$ cat src/rtl/sum_window_accum.sv
// Accumulates a fixed window of 2^WIN_LOG2 accepted samples.
// Each window total and its truncated average are presented on a valid/ready output.
module sum_window_accum #(
    parameter int DATA_W   = 8,
    parameter int WIN_LOG2 = 3,
    parameter int ACC_W    = DATA_W + WIN_LOG2
) (
    input  logic                i_clk,
    input  logic                i_rst,
    input  logic                i_clear,
    input  logic                i_in_valid,
    input  logic [DATA_W-1:0]   i_in_data,
    output logic                o_in_ready,
    output logic                o_out_valid,
    input  logic                i_out_ready,
    output logic [ACC_W-1:0]    o_out_sum,
    output logic [DATA_W-1:0]   o_out_avg,
    output logic [WIN_LOG2-1:0] o_win_cnt
);

    localparam logic [0:0] ST_ACCUM = 1'b0;
    localparam logic [0:0] ST_HOLD  = 1'b1;

    // A narrower accumulator would silently wrap on a full-scale window.
    if (ACC_W < DATA_W + WIN_LOG2) begin : g_acc_too_narrow
        $error("sum_window_accum: ACC_W must be at least DATA_W + WIN_LOG2");
    end

    logic [0:0]          r_state;
    logic [ACC_W-1:0]    r_acc;
    logic [WIN_LOG2-1:0] r_cnt;
    logic                r_out_valid;
    logic [ACC_W-1:0]    r_out_sum;
    logic [DATA_W-1:0]   r_out_avg;

    logic                w_last;
    logic [ACC_W-1:0]    w_next_sum;

    assign w_last     = (r_cnt == {WIN_LOG2{1'b1}});
    assign w_next_sum = r_acc + ACC_W'(i_in_data);

    always_ff @(posedge i_clk or posedge i_rst) begin
        if (i_rst) begin
            r_state     <= ST_ACCUM;
            r_acc       <= '0;
            r_cnt       <= '0;
            r_out_valid <= 1'b0;
            r_out_sum   <= '0;
            r_out_avg   <= '0;
        end else if (i_clear) begin
            r_state     <= ST_ACCUM;
            r_acc       <= '0;
            r_cnt       <= '0;
            r_out_valid <= 1'b0;
        end else begin
            case (r_state)
                ST_ACCUM: begin
                    if (i_in_valid) begin
                        if (w_last) begin
                            r_out_sum   <= w_next_sum;
                            r_out_avg   <= DATA_W'(w_next_sum >> WIN_LOG2);
                            r_acc       <= '0;
                            r_cnt       <= '0;
                            r_out_valid <= 1'b1;
                            r_state     <= ST_HOLD;
                        end else begin
                            r_acc <= w_next_sum;
                            r_cnt <= r_cnt + WIN_LOG2'(1);
                        end
                    end
                end
                ST_HOLD: begin
                    if (i_out_ready) begin
                        r_out_valid <= 1'b0;
                        r_state     <= ST_ACCUM;
                    end
                end
                default: begin
                    r_state     <= ST_ACCUM;
                    r_out_valid <= 1'b0;
                end
            endcase
        end
    end

    assign o_in_ready  = (r_state == ST_ACCUM);
    assign o_out_valid = r_out_valid;
    assign o_out_sum   = r_out_sum;
    assign o_out_avg   = r_out_avg;
    assign o_win_cnt   = r_cnt;

endmodule

$ cat config.mk
export PLATFORM = sky130hd
export DESIGN_NAME = sum_window_accum
export DESIGN_NICKNAME = d
export VERILOG_FILES = /design/src/rtl/sum_window_accum.sv
export SDC_FILE = /design/constraint.sdc
export NUM_CORES = 1
export LEC_CHECK = 0
export ABC_AREA = 1
export CAP_MARGIN = 25
export CELL_PAD_IN_SITES_DETAIL_PLACEMENT = 1
export CELL_PAD_IN_SITES_GLOBAL_PLACEMENT = 2
export CORE_ASPECT_RATIO = 1.2
export CORE_UTILIZATION = 28
export DETAILED_ROUTE_END_ITERATION = 6
export PLACE_DENSITY_LB_ADDON = 0.1
export SLEW_MARGIN = 20
export SYNTH_ARGS = -nofsm -noshare
export SYNTH_HDL_FRONTEND = slang
export SYNTH_SLANG_ARGS = --single-unit
$ cat constraint.sdc
create_clock -name i_clk -period 2.42 [get_ports i_clk]
set_clock_uncertainty 0.15 [all_clocks]
set_input_delay 0.242 -clock i_clk [delete_from_list [all_inputs] [get_ports i_clk]]
set_output_delay 0.242 -clock i_clk [all_outputs]
set_load 0.01 [all_outputs]
# After elaboration in Yosys (flattened, before gate mapping)
# Cells that the tools add are included.
# totals
out_inout_bits,24
register_bits,35
in_bits,13
elab_cells,37
# classes
bitwise,2
muxes,18
addsub,2
reduce_logical,4
n_eq_ne,5
# ops
operator,n
$mux 11,4
$mux 3,4
$add 11x8->11,1
$mux 1,8
$ne 3x3->1 const B,2
$pmux 1 s2,2
$reduce_and 4->1,1
$add 3x1->3 const B,1
$eq 3x3->1 const B,1
$ne 3x2->1 const B,1
$reduce_and 3->1,1
$ne 2x2->1 const B,1
$not 1->1,2
$reduce_and 2->1,1
$reduce_bool 2->1,1

# Logic depth before layout (Yosys ltp)
# logic_depth
ltp_word,5
depth_mapped,11
depth_no_buf,11

# Least setup slack after synthesis
# No wires, ideal clock.
# synth_path
path_kind,register to register
startpoint,reg r_acc[0]
endpoint,reg r_acc[6]
slack_ns,0.619
path_stages_with_launch,11
t_arrival_ns,1.533
path_buffers,0
setup_time_ns,0.118
required_ns,2.152
period_less_slack_ns,1.801
path_cell_list,dfrtp_1 > ha_1 > fa_1 > nand2_1 > inv_1 > nand2_1 > nand3_1 > nand2_1 > nand3b_1 > nand3_1 > nand2_1
# synth_via
elab_chain_cells,5
# synth_lines
element,line_no,rtl
start: declaration,30,logic [ACC_W-1:0] r_acc;
start signal: assignment,67,r_acc <= w_next_sum;
$add 11x8->11,40,assign w_next_sum = r_acc + ACC_W'(i_in_data);
$mux 11,59,if (w_last) begin
$mux 11,58,if (i_in_valid) begin
$mux 11,56,case (r_state)
$mux 11,50,end else if (i_clear) begin
# No other way between the ends. The select of a mux whose other input is x is not followed.
# A chain may end at the register's enable or synchronous reset.

# Final worst setup path
# layout_path
startpoint,reg r_acc[0]
endpoint,"reg r_out_sum[8], in the netlist o_out_sum[8]"
# layout_via
elab_chain_cells,1
# layout_lines
element,line_no,rtl
$add 11x8->11,40,
end signal: assignment,60,r_out_sum <= w_next_sum;
end: declaration,33,logic [ACC_W-1:0] r_out_sum;
# No other way between the ends.

==> results_dict.tcl <==
set metrics [dict create \
    wl_mm 4.34 \
    numCtsBuffers 3 \
    finalMaxSlewViolations 0 \
    cpMostUsedCell "nand2_1" \
    startpoint_type "register" \
    place_congestion 0.744 \
    critical_path_class "reg2reg" \
    synth.most_common_cell "nand2_1" \
    placedInstanceArea_um2 2000 \
    max_cap_viol_count 0 \
    die_y_um 85.6 \
    worstPathRequired_ns 2.44 \
    cts_resized 0 \
    ir_drop_uv 301 \
    rsz0062_at_grt "no" \
    grt_use_total_pct 15.7 \
    synth_seq_cells 27 \
    regArea_um2 676 \
    synthFlopType "dfrtp_1" \
    start_util_pct 28.9 \
    ctsHoldBuffers 0 \
    fin_crit_sh_pct 82.8 \
    design_area_um2 2040 \
    antennaDiodeCount 0 \
    dp.cells 302 \
    routedWlPerCell_um 14.2 \
    synthCells 211 \
    drtAntennaViolNets 0 \
    synth_top_area_share_pct 41.5 \
    cp_top_family "simple AND/OR/NAND/NOR gates" \
    synth_common_cells "nand2_1, dfrtp_1, nand3_1" \
    grt_max_degree 28 \
    dieArea_um2 6130 \
    utilization_pct 36.3 \
    arrival_ns 2.02 \
    layout.nets 267 \
    path_max_fanout 3 \
    dr.first_iter.drc_count 38 \
    multi_input_area_um2 812 \
    power_density_nw_per_um2 742 \
    synthTopCellsByArea "dfrtp_1, nand2_1, ha_1" \
    rows 30 \
    syn_area_um2 1630 \
    cts_tree "yes" \
    syn_to_final_growth_pct 25.5 \
    synth_cell_types 25 \
    slowest_delay_ns 0.42 \
    yosysSeqAreaShare_pct 41.5 \
    antenna_found_initial 0 \
    synth_area_per_cell_um2 7.72 \
    h-tree-depth 1 \
    io_pins 37 \
    critical_path_buf_inv_count 1 \
    drive_gt1_share_pct 4.55 \
    setup_viol 0 \
    fin_cells 306 \
    status "complete, no violations" \
    clk_pin_slew_ns 0.10 \
    avgViaCountPerCell 4.64 \
    maxSlewHeadroom_pct 67.5 \
    cts.path.max_buffers 2 \
    synth_top_area_cell "dfrtp_1" \
    post-cts-setup-buffers 0 \
    nFillCells 703 \
    dp_hpwl_mm 3.31 \
    grt_remaining_overflow 0 \
    io_buffer_count 36 \
    leakagePower_uw 0.00106 \
    fin_tns_setup_ns 0 \
    vias 1420 \
    cp_slowest_cell "fa_1" \
    die_w_um 71.6 \
    cp-end-kind "register" \
    hp-class "in2async" \
    crit_chain "ha_1 -> fa_1 -> nand2_1 -> inv_1 -> nand2_1 -> nand3_1 -> nand2_1 -> nand3b_1 -> nand3_1 -> nand2_1" \
    drt_pass1_iterations 4 \
    grt_pass1_wl_mm 7.49 \
    clk_latency_ns 0.27 \
    cts-root-buf "clkbuf_8" \
    drc_errors 0 \
    hold_viol_final 0 \
    grt_pass1_vias 1540 \
    fmax_mhz 499 \
    synth_enable_flop_cells 0 \
    synth.net_count 235 \
    layout_min_cycle_time_ns 2.00 \
    cts_num_sinks 27 \
    ys.warnings.count 0 \
    synthArstFlopShare_pct 100 \
    core_area_um2 5630 \
    worst_pin_slew_ns 0.486 \
]
## metrics by stage
step / power (µW) / hold slack [ns] / setup WS [ns]
finish: 1520 / 0.171 / 0.417
CTS: 1550 / 0.186 / 0.403
floorplan: 991 / 0.145 / 0.619
global placement: 1270 / 0.319 / 0.152
global route: 1640 / 0.237 / 0.239
detailed placement: 1270 / 0.319 / 0.115
## cells by family after synthesis
logic type      Yosys count  synth area share, %
buf+inv                  26                 8.68
xor+xnor                  2                 1.08
flops                    27                 41.5
compound gates           15                 6.45
simple gates            130                 33.4
fa+ha+maj                11                 8.91
## layout make-up
| type | count | area share [%] |
|---|---|---|
| clock buffers | 3 | 2.02 |
| clock inverters | 1 | 0.245 |
| inverters | 16 | 3.06 |
| multi-input cells | 158 | 39.7 |
| flip-flops and latches | 27 | 33.0 |
| well taps | 64 | 3.92 |
| repair buffers | 37 | 18.0 |
## path summary, 6_finish.rpt
check,startpoint,end,slack (ns),cells after the start
min reg2reg,o_out_valid$_DFFE_PP0P_,o_out_valid$_DFFE_PP0P_,0.34,2
min,i_rst,o_out_sum[10]$_DFFE_PP0P_,0.17,3
min in group i_clk,o_out_valid$_DFFE_PP0P_,o_out_valid$_DFFE_PP0P_,0.34,2
max in group asynchronous,i_rst,o_out_sum[6]$_DFFE_PP0P_,1.68,3
max reg2reg,r_acc[0]$_DFFE_PP0P_,o_out_sum[8]$_DFFE_PP0P_,0.42,10
max,r_acc[0]$_DFFE_PP0P_,o_out_sum[8]$_DFFE_PP0P_,0.42,10
## flip-flops by register name (all words and copies together) (netlist names)
register and flops:
r_state 1, o_win_cnt 3, o_out_sum 11, r_acc 11, o_out_valid 1
## per-layer routing
metal  part of all wire, %  vias up  global-route usage (%)
met5                     0        -                       0
met1                    50      671                    21.3
li1                      -      727                       -
met4                  0.67        0                    4.81
met3                   2.1        2                    1.41
met2                    47       20                    26.5
## where the power goes
| group | switching [µW] | total (µW) | internal [µW] | leakage [µW] |
|---|---|---|---|---|
| registers | 73.8 | 617 | 543 | 0.000354 |
| logic | 316 | 635 | 319 | 0.000682 |
| clock network | 150 | 266 | 116 | 0.0000255 |
## worst reg2reg max path, stage by stage, from the launching register on
cell	delay, ns
dfrtp_1	0.39
ha_1	0.22
fa_1	0.42
nand2_1	0.09
inv_1	0.05
nand2_1	0.05
nand3_1	0.13
nand2_1	0.14
nand3b_1	0.10
nand3_1	0.11
nand2_1	0.06
## cell usage in the layout (no fill, tap or decap), drive strengths merged
cell type | Yosys | layout
nand2 | 91 | 91
clkdlybuf4s50 | 0 | 36
dfrtp | 27 | 27
nand3 | 19 | 19
inv | 16 | 16
nor2 | 15 | 15
ha | 10 | 10
o21ai | 7 | 7
clkbuf | 0 | 3
a21oi | 3 | 3
nand4 | 2 | 2
nand3b | 2 | 2
a32o | 2 | 2
xnor2 | 2 | 2
a21boi | 1 | 1
o21bai | 1 | 1
a22o | 1 | 1
or2 | 1 | 1
fa | 1 | 1
clkinv | 0 | 1
buf | 10 | 1
(Power assumes the default switching activity.)
